File: config.mk
export PLATFORM = sky130hd
export DESIGN_NAME = sst_dump_reader
export DESIGN_NICKNAME = d
export VERILOG_FILES = /design/src/rtl/sst_dump_reader.sv
export SDC_FILE = /design/constraint.sdc
export NUM_CORES = 1
export LEC_CHECK = 0
export BUFFER_PORTS_ARGS = -buffer_cell sky130_fd_sc_hd__buf_2
export CAP_MARGIN = 0
export CORE_MARGIN = 1
export CORE_UTILIZATION = 33
export DETAILED_ROUTE_END_ITERATION = 7
export PLACE_DENSITY = 0.47
export SYNTH_ARGS = -nofsm -noshare
export SYNTH_HDL_FRONTEND = slang
export SYNTH_SLANG_ARGS = --single-unit
File: constraint.sdc
create_clock -name clk -period 3.2 [get_ports clk]
set_input_delay 0 -clock clk [delete_from_list [all_inputs] [get_ports clk]]
set_output_delay 0 -clock clk [all_outputs]
set_load 0.02 [all_outputs]
File: src/rtl/sst_dump_reader.sv
// sst_dump_reader
//
// Streams a contiguous range of the 13-bit save-state (SST) address space out
// as bytes. A start pulse latches base_addr and len. The block then issues
// pipelined reads into the SST read port, pushes the returned bytes into a
// small output FIFO and presents them in address order on a valid/ready
// stream. The MCU can pull a whole snapshot without setting up each address.
//
// Build option:
//   SST_DUMP_CSUM_EN  when defined, csum is the mod-256 sum of accepted bytes.
//                     It is cleared on start and holds after done or abort.
//                     When undefined, csum is tied to zero.
//
// Parameters:
//   RD_LAT      SST read latency in cycles, from rd_en to rd_data (1..3)
//   FIFO_DEPTH  output buffer depth (power of 2, at least RD_LAT+2)
//
// Ports:
//   clk        system clock
//   sys_rst    synchronous active-high reset
//   start      one-cycle command pulse; only accepted in IDLE
//   abort      cancels a dump in progress (no done pulse)
//   base_addr  first SST address, sampled on start
//   len        byte count 0..8192, sampled on start
//   rd_en      SST read strobe
//   rd_addr    SST read address, valid while rd_en is high
//   rd_data    SST read data, RD_LAT cycles after rd_en
//   out_data   stream byte
//   out_valid  stream byte valid
//   out_ready  consumer accepts when out_valid and out_ready are both high
//   busy       high from the cycle after start until done
//   done       one-cycle pulse on normal completion
//   csum       running checksum of accepted bytes
module sst_dump_reader #(
  parameter int RD_LAT     = 1,
  parameter int FIFO_DEPTH = 4
) (
  input  logic        clk,
  input  logic        sys_rst,
  input  logic        start,
  input  logic        abort,
  input  logic [12:0] base_addr,
  input  logic [13:0] len,
  output logic        rd_en,
  output logic [12:0] rd_addr,
  input  logic [7:0]  rd_data,
  output logic [7:0]  out_data,
  output logic        out_valid,
  input  logic        out_ready,
  output logic        busy,
  output logic        done,
  output logic [7:0]  csum
);

  localparam int AW   = $clog2(FIFO_DEPTH);
  localparam int CNTW = AW + 1;
  localparam int CW   = AW + 2;

  typedef enum logic [1:0] {IDLE, RUN, DRAIN, FIN} state_t;

  state_t             state_q;
  logic [12:0]        addr_q;
  logic [13:0]        remain_q;
  logic               rd_en_q;
  logic [12:0]        rd_addr_q;
  logic               busy_q;
  logic               done_q;
  logic [RD_LAT-1:0]  pipe_q;
  logic [7:0]         mem_q [FIFO_DEPTH];
  logic [AW-1:0]      wr_ptr_q;
  logic [AW-1:0]      rd_ptr_q;
  logic [CNTW-1:0]    count_q;

  logic               pop;
  logic               push;
  logic               flush;
  logic [CW-1:0]      inflight;
  logic [CW-1:0]      tokens;
  logic               credit_ok;
  logic               drain_done;

  assign out_valid = (count_q != '0);
  assign out_data  = out_valid ? mem_q[rd_ptr_q] : 8'h00;
  assign pop       = out_valid & out_ready;
  assign push      = pipe_q[RD_LAT-1];
  assign flush     = abort && (state_q != IDLE);

  assign rd_en   = rd_en_q;
  assign rd_addr = rd_addr_q;
  assign busy    = busy_q;
  assign done    = done_q;

  // Reads in flight: the one on the port this cycle plus those in the
  // latency pipe. A byte moving from the pipe into the FIFO is counted once.
  always_comb begin
    inflight = CW'(rd_en_q);
    for (int i = 0; i < RD_LAT; i++) begin
      inflight = inflight + CW'(pipe_q[i]);
    end
  end

  assign tokens = CW'(count_q) + inflight;

  // rd_en is registered, so the decision made now covers next cycle. A byte
  // popped this cycle frees its slot in time for that read; counting it keeps
  // the stream bubble-free at the minimum FIFO depth.
  assign credit_ok = tokens < (CW'(FIFO_DEPTH) + CW'(pop));

  // Nothing in flight and the FIFO either empty or losing its last byte now.
  assign drain_done = (inflight == '0) &&
                      ((count_q == '0) || ((count_q == CNTW'(1)) && pop));

  // Control FSM with registered read strobe, address and status outputs
  always_ff @(posedge clk) begin
    if (sys_rst) begin
      state_q   <= IDLE;
      addr_q    <= '0;
      remain_q  <= '0;
      rd_en_q   <= 1'b0;
      rd_addr_q <= '0;
      busy_q    <= 1'b0;
      done_q    <= 1'b0;
    end else begin
      rd_en_q <= 1'b0;
      done_q  <= 1'b0;
      case (state_q)
        IDLE: begin
          if (start) begin
            if (len == '0) begin
              state_q <= FIN;
              done_q  <= 1'b1;
              busy_q  <= 1'b0;
            end else begin
              // The FIFO is empty in IDLE, so the first read can go out
              // in the very next cycle.
              state_q   <= RUN;
              busy_q    <= 1'b1;
              rd_en_q   <= 1'b1;
              rd_addr_q <= base_addr;
              addr_q    <= base_addr + 13'd1;
              remain_q  <= len - 14'd1;
            end
          end
        end
        RUN: begin
          if (abort) begin
            state_q <= IDLE;
            busy_q  <= 1'b0;
          end else if (remain_q == '0) begin
            state_q <= DRAIN;
          end else if (credit_ok) begin
            rd_en_q   <= 1'b1;
            rd_addr_q <= addr_q;
            addr_q    <= addr_q + 13'd1;
            remain_q  <= remain_q - 14'd1;
            if (remain_q == 14'd1) begin
              state_q <= DRAIN;
            end
          end
        end
        DRAIN: begin
          if (abort) begin
            state_q <= IDLE;
            busy_q  <= 1'b0;
          end else if (drain_done) begin
            state_q <= FIN;
            done_q  <= 1'b1;
            busy_q  <= 1'b0;
          end
        end
        FIN: begin
          state_q <= IDLE;
        end
        default: begin
          state_q <= IDLE;
          busy_q  <= 1'b0;
        end
      endcase
    end
  end

  // Read-latency pipe: one valid bit per read in flight
  always_ff @(posedge clk) begin
    if (sys_rst || flush) begin
      pipe_q <= '0;
    end else begin
      pipe_q[0] <= rd_en_q;
      for (int i = 1; i < RD_LAT; i++) begin
        pipe_q[i] <= pipe_q[i-1];
      end
    end
  end

  // Output FIFO pointers and occupancy
  always_ff @(posedge clk) begin
    if (sys_rst || flush) begin
      wr_ptr_q <= '0;
      rd_ptr_q <= '0;
      count_q  <= '0;
    end else begin
      if (push) begin
        wr_ptr_q <= wr_ptr_q + AW'(1);
      end
      if (pop) begin
        rd_ptr_q <= rd_ptr_q + AW'(1);
      end
      count_q <= count_q + CNTW'(push) - CNTW'(pop);
    end
  end

  // Output FIFO storage; pointers decide what is valid, so no reset here
  always_ff @(posedge clk) begin
    if (push) begin
      mem_q[wr_ptr_q] <= rd_data;
    end
  end

`ifdef SST_DUMP_CSUM_EN
  logic [7:0] csum_q;

  always_ff @(posedge clk) begin
    if (sys_rst) begin
      csum_q <= 8'h00;
    end else if ((state_q == IDLE) && start) begin
      csum_q <= 8'h00;
    end else if (pop && !flush) begin
      csum_q <= csum_q + out_data;
    end
  end

  assign csum = csum_q;
`else
  assign csum = 8'h00;
`endif

endmodule
Word level (Yosys, flattened, before mapping)
Memories as Yosys holds them, arrays and structs flattened. A register that Yosys moved wholly into a read port is not among the register bits.
Cells that the tools add are included.
{"block": "op_classes", "reduce_logical": 17, "n_div": 0, "order_cmp": 1, "eq_ne": 14, "muxes": 48, "n_shift": 0, "n_mul": 0, "n_bitwise": 1, "add_sub_neg": 11}
{"op": "13-bit two-way mux", "count": 10}
{"op": "14-bit two-way mux", "count": 5}
{"op": "13-bit case mux with 2 select lines", "count": 2}
{"op": "14-bit logical NOT", "count": 2}
{"op": "14-bit case mux with 2 select lines", "count": 1}
{"op": "14-bit by 1-bit subtractor with 14-bit output (second input constant)", "count": 2}
{"op": "13-bit by 1-bit adder with 13-bit output (second input constant)", "count": 2}
{"op": "2-bit two-way mux", "count": 10}
{"op": "1-bit two-way mux", "count": 15}
{"op": "14-bit by 1-bit == test with 1-bit output (second input constant)", "count": 1}
{"op": "2-bit != test (second input constant)", "count": 6}
{"op": "8-bit two-way mux", "count": 1}
{"op": "4-bit != test (second input constant)", "count": 2}
{"op": "2-bit case mux with 4 select lines", "count": 1}
{"op": "4-bit AND reduction", "count": 2}
{"op": "6-bit AND reduction", "count": 1}
{"op": "3-bit nonzero test", "count": 2}
{"op": "2-bit by 1-bit adder with 2-bit output (second input constant)", "count": 2}
{"op": "3-bit by 1-bit adder with 4-bit output (first input constant)", "count": 1}
{"op": "3-bit by 2-bit adder with 4-bit output", "count": 1}
{"op": "2-bit == test (second input constant)", "count": 2}
{"op": "4-bit logical NOT", "count": 1}
{"op": "4-bit less-than comparator", "count": 1}
{"op": "1-bit case mux with 2 select lines", "count": 2}
{"op": "other kinds (13)", "count": 17}
{"block": "word_totals", "regBits": 53, "ram_bits": 32, "latch_bits": 0, "rom_bits": 0, "inputBits": 40, "wordCells": 104, "n_memories": 1}
{"name": "mem_q", "depth": 4, "word_bits": 8, "read_ports": 1, "rd_ports_with_merged_regs": 1, "wr": 1, "line": "69", "text": "logic [7:0] mem_q [FIFO_DEPTH];"}

Depth between registers and ports, before layout
Gate-level depths: netlist of the first run.
{"block": "depth", "word_depth": 8, "depth_mapped": 12}

Worst setup path before layout of the first run
Ideal clock, no wire load.
{"block": "synth_timing", "path_kind": "reg-to-reg", "from": "register rd_en_q (netlist: rd_en)", "to": "register rd_addr_q[10] (netlist: rd_addr[10])", "stages_incl_launch_ff": 12, "setup_ns": 0.080, "t_arrival_ns": 2.661, "setup_slack_ns": 0.458, "cell_sequence": "dfxtp_1 > inv_1 > ha_1 > ha_1 > fa_1 > nor2_1 > a31oi_1 > nand2b_1 > a21oi_2 > buf_2 > nor2_1 > a211oi_2"}
{"block": "synth_between", "elab_chain_len": 5}
{"item": "start, declared", "line": "64", "text": "logic rd_en_q;"}
{"item": "start signal, assigned", "line": "119", "text": "rd_en_q <= 1'b0;"}
{"item": "start signal, assigned", "line": "124", "text": "rd_en_q <= 1'b0;"}
{"item": "start signal, assigned", "line": "138", "text": "rd_en_q <= 1'b1;"}
{"item": "1-bit by 1-bit adder with 2-bit output", "line": "98", "text": "inflight = inflight + CW'(pipe_q[i]);"}
{"item": "3-bit by 2-bit adder with 4-bit output", "line": "102", "text": "assign tokens = CW'(count_q) + inflight;"}
{"item": "4-bit less-than comparator", "line": "107", "text": "assign credit_ok = tokens < (CW'(FIFO_DEPTH) + CW'(pop));"}
{"item": "2-bit != test (no line)"}
{"item": "6-bit AND reduction (no line)"}
{"item": "end signal, assigned", "line": "139", "text": "rd_addr_q <= base_addr;"}
{"item": "end signal, assigned", "line": "153", "text": "rd_addr_q <= addr_q;"}
{"item": "end, declared", "line": "65", "text": "logic [12:0] rd_addr_q;"}
No other way between the ends.
A chain may end at the register's enable or synchronous reset.

Final worst setup path of the first run
{"block": "layout_timing", "from": "register rd_en_q (netlist: rd_en)", "to": "register remain_q[0]"}
{"block": "layout_between", "elab_chain_len": 5}
{"item": "1-bit by 1-bit adder with 2-bit output", "line": "98"}
{"item": "3-bit by 2-bit adder with 4-bit output", "line": "102"}
{"item": "4-bit less-than comparator", "line": "107"}
{"item": "2-bit != test (no line)"}
{"item": "6-bit AND reduction (no line)"}
{"item": "end signal, assigned", "line": "141", "text": "remain_q <= len - 14'd1;"}
{"item": "end signal, assigned", "line": "155", "text": "remain_q <= remain_q - 14'd1;"}
{"item": "end, declared", "line": "63", "text": "logic [13:0] remain_q;"}
No other way between the ends.

==> results of run 1 <==
[worst max-delay path by stage]
stage | endpoint | depth (start not counted)
floorplan | rd_addr[10] | 11
global placement | remain_q[8] | 12
detailed placement | remain_q[8] | 12
CTS | remain_q[0] | 11
global route | addr_q[3] | 11
finish | remain_q[0] | 12
[Yosys cell counts (13+ instances only)]
| cell type | instances |
|---|---|
| a21oi_1 | 36 |
| and2_1 | 16 |
| clkbuf_1 | 13 |
| dfxtp_1 | 55 |
| edfxtp_1 | 32 |
| ha_1 | 19 |
| inv_1 | 18 |
| nand2_1 | 45 |
| nor2_1 | 54 |
| nor3_1 | 15 |
| xnor2_1 | 15 |
[what timing repair did]
item	in CTS	in global routing
hold buffers	9	0
setup buffers	0	0
endpoints found under the hold margin	33	0
[cells by family (layout without fill, tap and decap cells)]
family          Yosys count  count (layout)  share of synthesized area [%]
simple gates            186             186                           19.4
compound gates          111             111                           15.8
flops                    87              87                           42.3
buf+inv                  52             120                           5.24
xor+xnor                 26              26                           4.68
mux                      22              22                           6.70
fa+ha+maj                21              21                           5.70
other cells               1               8                         0.0770
[final cells by class]
cell class                      instances  share of cell area (%)
Clock inverter                          6                    1.28
Inverter                               19                    1.24
Timing Repair Buffer                   85                    8.89
Tap cell                              184                    3.99
Clock buffer                           10                    3.97
Multi-Input combinational cell        374                    44.9
Sequential cell                        87                    35.7
[state kept, by name, summed over array words and instances (netlist names), named ones only]
signal,count
done,1
remain_q,14
busy,1
rd_en,1
addr_q,13
state_q,2
rd_ptr_q,2
pipe_q,1
count_q,3
rd_addr,13
wr_ptr_q,2
mem_q,32
[stage by stage]
step | worst slack, ps | power (mW) | utilization [%] | instances | instance area, um2
floorplan | 458 | 3.67 | - | 513 | 4900
global placement | 543 | 4.44 | 37.1 | 740 | 5380
detailed placement | 491 | 4.45 | 37.1 | 740 | 5380
CTS | 481 | 5.57 | 39.8 | 765 | 5770
global route | 173 | 5.95 | 39.8 | 765 | 5770
finish | 488 | 5.50 | 39.8 | 765 | 5770
[power by group]
group	leakage [nW]	internal [mW]	switching [mW]	total, mW
Clock	0.148	0.618	0.462	1.08
Combinational	1.28	1.07	1.66	2.73
Sequential	0.740	1.42	0.273	1.69
[per-layer routing]
layer	wire length, um	up-vias
met5	0	-
met4	198	0
met3	472	16
met2	5330	62
met1	5640	1906
li1	-	1947
[worst max-delay path: cells and delay by family (launching register included)]
family,cells,cell delay (ps)
AO/OA/AOI/OAI,4,550
adder cells (fa/ha/maj),3,940
buffers and inverters,3,460
flip-flops,1,360
AND/OR/NAND/NOR,2,270
==> results_dict.tcl, run 1 <==
set metrics [dict create \
    outcome "completed" \
    yosysSeqAreaShare_pct 42.3 \
    holdWs_ps 71.4 \
    slowest_delay_ps 440 \
    cts-root-buf "clkbuf_16" \
    fill_cells 1454 \
    place_congestion 0.794 \
    nets 637 \
    hold_path.class "primary input to flip-flop" \
    finalSetupTns_ps 0 \
    crit_chain "inv_1 > ha_1 > ha_1 > fa_1 > nor2_1 > a31oi_1 > nor2b_1 > buf_4 > o21ai_4 > buf_4 > a211oi_1 > a211oi_1" \
    htree_levels 3 \
    critical_path_class "flip-flop to flip-flop" \
    final_max_slew_viol_count 0 \
    p_per_area_nw_per_um2 953 \
    maxSlewHeadroom_pct 57.4 \
    yosysTopAreaCellShare_pct 22.6 \
    start_util_pct 33.6 \
    synth_area_leaders "dfxtp_1, edfxtp_1, ha_1" \
    worst_pin_slew_ps 639 \
    min_from "len[0]" \
    synth_seq_cells 87 \
    io_buffer_count 64 \
    ys.flop_type "dfxtp_1" \
    wl_um 11600 \
    leakage_nw 2.17 \
    reg2reg_to "remain_q[0]" \
    synth_area_um2 4870 \
    async_reset_ff_share_pct 0 \
    route.detailed.drc 0 \
    rr_startpoint "rd_en" \
    syn-instance-count 506 \
    reg2regPathDepth 12 \
    rrSetupSlack_ps 490 \
    clkSlewWorstSetupHoldPaths_ps 70 \
    dr_total_vias 3931 \
    grt_pass1_vias 3868 \
    multi_input_area_um2 2590 \
    start_kind "flip-flop" \
    holdPathStages 4 \
    yosys_warnings 0 \
    core_area_um2 14500 \
    ff_latch_area_um2 2060 \
    cts_tree "yes" \
    maxCapViolCount 0 \
    ys_types 67 \
    clock_latency_ps 350 \
    hold_violations 0 \
    setup_violations 0 \
    layout_min_cycle_time_ps 2710 \
    finalClockSkew_ps 6.67 \
    gr-usage-met3_pct 4.06 \
    cts_buffer_depth 2 \
    synth_edf_count 32 \
    firstDrtPassIters 4 \
    hpwlAfterDp_um 8300 \
    drt_iter0_drc 187 \
    rsz0062_at_grt "false" \
    cp.required_ps 3400 \
    wl_per_cell_um 15.2 \
    worstSetupEndpointType "flip-flop" \
    cp.arrival_ps 2920 \
    die_w_um 123 \
    gr-usage-met1_pct 22.1 \
    grt.overflow.total 0 \
    die_area_um2 15200 \
    antenna_found_initial 0 \
    cts-buffers-inserted 9 \
    grt_usage_pct 16.6 \
    synth.avg_cell_area_um2 9.63 \
    crit_fanout 13 \
    rows 44 \
    fmaxAchievable_ghz 0.369 \
    layout-drive-gt1-share_pct 21.5 \
    n_antenna_cell 0 \
    slowest_stage "fa_1" \
    cp-startpoint "rd_en" \
    netlist.top_cell.by_area "dfxtp_1" \
    vias_per_cell 5.14 \
    final_common_cell "buf_2" \
    grt_max_degree 48 \
    grt_pass1_wl_um 19300 \
    layout_common_cells "buf_2, dfxtp_1, nor2_1" \
    grt_busiest_layer "met2" \
    ios 73 \
    area_delta_synth_final_pct 18.4 \
    use_met2_pct 26.3 \
    min_to "remain_q[0]" \
    die_y_um 123 \
    ir_worst_vdd_mv 0.399 \
    ant_nets 0 \
    cts_resized 0 \
    clock-sinks 87 \
    fin_crit_sh_pct 84.8 \
]
Power figures use the tool's default switching activity.
==> inputs of run 2 (changes only) <==
Settings changed: PLACE_DENSITY 0.47 to 0.49.
Clock period 3.2 ns to 2.4 ns, I/O delays scaled along.
==> run 2 against run 1 <==
Compared with the run above:
- the flow now finishes with violations (setup timing)
- flip-flop and latch count unchanged
- critical path depth unchanged
- die area unchanged
- highest routed layer unchanged
- fmax up 9.7%
- total power up 55%
- first-iteration DRC count up 36%
- combinational power up 78%
- largest power group unchanged
- sequential share of layout area down 3.1 points
==> results_dict.tcl, run 2 (same netlist as run 1, synthesis figures left out) <==
set metrics [dict create \
    ir_worst_vdd_mv 0.580 \
    fin_crit_sh_pct 103 \
    dr_total_vias 4025 \
    cp.required_ps 2660 \
    die_area_um2 15200 \
    n_antenna_cell 0 \
    io_buffer_count 64 \
    hold_violations 0 \
    grt_usage_pct 17.1 \
    maxCapViolCount 0 \
    wl_per_cell_um 15.3 \
    vias_per_cell 5.05 \
    place_ws_ps -175 \
    place_congestion 0.806 \
    cp-startpoint "pipe_q" \
    top_register "mem_q" \
    grt.overflow.total 0 \
    drt_iter0_drc 255 \
    wl_um 12200 \
    swShare_pct 42.8 \
    power_switching_mw 3.64 \
    cellInternalPower_mw 4.86 \
    layout_min_cycle_time_ps 2470 \
    area_delta_synth_final_pct 30.4 \
    grt_max_degree 37 \
    setup_slack_ps -72.7 \
    worst_pin_slew_ps 752 \
    start_util_pct 33.6 \
    start_kind "flip-flop" \
    leakage_nw 2.39 \
    grt_pass1_wl_um 19700 \
    die_w_um 123 \
    cts-root-buf "clkbuf_16" \
    setup_violations 33 \
    cts_buffer_depth 2 \
    finalPower_mw 8.50 \
    cts_tree "yes" \
    hpwlAfterDp_um 8600 \
    finalClockSkew_ps 5.27 \
    rr_startpoint "pipe_q" \
    critical_path_class "flip-flop to flip-flop" \
    cp.arrival_ps 2730 \
    largestRegisters "mem_q (32), remain_q (14)" \
    layout_common_cells "buf_2, dfxtp_1, nor2_1" \
    crit_fanout 5 \
    fmaxAchievable_ghz 0.404 \
    violations "setup timing" \
    layout-drive-gt1-share_pct 33.0 \
    core_area_um2 14500 \
    outcome "finished with violations" \
    final_common_cell "buf_2" \
    clkSlewWorstSetupHoldPaths_ps 70 \
    htree_levels 3 \
    cts-buffers-inserted 9 \
    rsz0062_at_grt "true" \
    largest_reg_flops 32 \
    ant_nets 0 \
    firstDrtPassIters 4 \
    hold_path.class "primary input to flip-flop" \
    antenna_found_initial 0 \
    worstSetupEndpointType "flip-flop" \
    ios 73 \
    rows 44 \
    maxSlewHeadroom_pct 49.9 \
    combPwrFrac_pct 57.0 \
    nets 669 \
    final_max_slew_viol_count 0 \
    clock_latency_ps 350 \
    p_per_area_nw_per_um2 1340 \
    min_from "abort" \
    holdWs_ps 65.2 \
    die_y_um 123 \
    p_seq_share_pct 27.0 \
    p_clk_share_pct 16.0 \
    rrSetupSlack_ps -70 \
    clock-sinks 87 \
    route.detailed.drc 0 \
    grt_pass1_vias 3962 \
]
[run 2: timing repair]
action,CTS,global route
endpoints found under the hold margin,33,0
setup endpoints to repair,41,43
setup buffers,6,4
pin swaps,8,22
gates resized for setup,20,39
gates cloned,1,1
hold buffers,9,0
[run 2: worst max-delay path: stages (launching register included)]
cell	delay (ps)
dfxtp_4	350
inv_2	40
ha_4	230
ha_4	160
fa_2	560
nor2_4	40
a31oi_4	230
nor2b_4	90
o21ai_4	170
buf_12	150
buf_8	110
a21oi_2	30
o32ai_1	210
[run 2: area by class of cell]
type / count / area [um2]
clock buffer: 9 / 225
sequential: 87 / 2070
fill: 1423 / 8130
inverter: 19 / 73.8
multi-input combinational: 374 / 2840
tap: 184 / 230
timing repair buffer: 117 / 853
clock inverter: 7 / 61.3
[run 2: per-stage QoR]
stage | utilization [%] | TNS (ps) | instance area (um2) | instances
6_report | 43.9 | -875 | 6350 | 797
3_5_place_dp | 39.0 | -3760 | 5650 | 763
2_1_floorplan | - | -0.647 | 5010 | 513
4_1_cts | 42.6 | -1340 | 6170 | 795
3_3_place_gp | 39.0 | -2660 | 5650 | 763
5_1_grt | 43.9 | -4820 | 6350 | 797
[run 2: power groups by stage]
stage,Sequential [mW],Clock (mW),Combinational (mW)
3_5_place_dp,2.29,0,4.08
5_1_grt,2.35,1.48,5.35
3_3_place_gp,2.29,0,4.03
4_1_cts,2.27,1.41,4.45
6_report,2.29,1.36,4.85
2_1_floorplan,2.30,0,2.79
[run 2: path summary, 6_finish.rpt]
check	to	depth (start not counted)
worst max-delay path	remain_q[8]	12
worst min-delay path	done	4
worst max register to register	remain_q[8]	12
worst min register to register	addr_q[11]	2
[run 2: per-layer routing]
metal / vias to the layer above / wire length (um) / track usage, %
met1: 1932 / 5590 / 21.4
met3: 12 / 542 / 5.44
met4: 0 / 164 / 4.74
li1: 2009 / - / -
met5: - / 0 / 0
met2: 72 / 5870 / 28.1
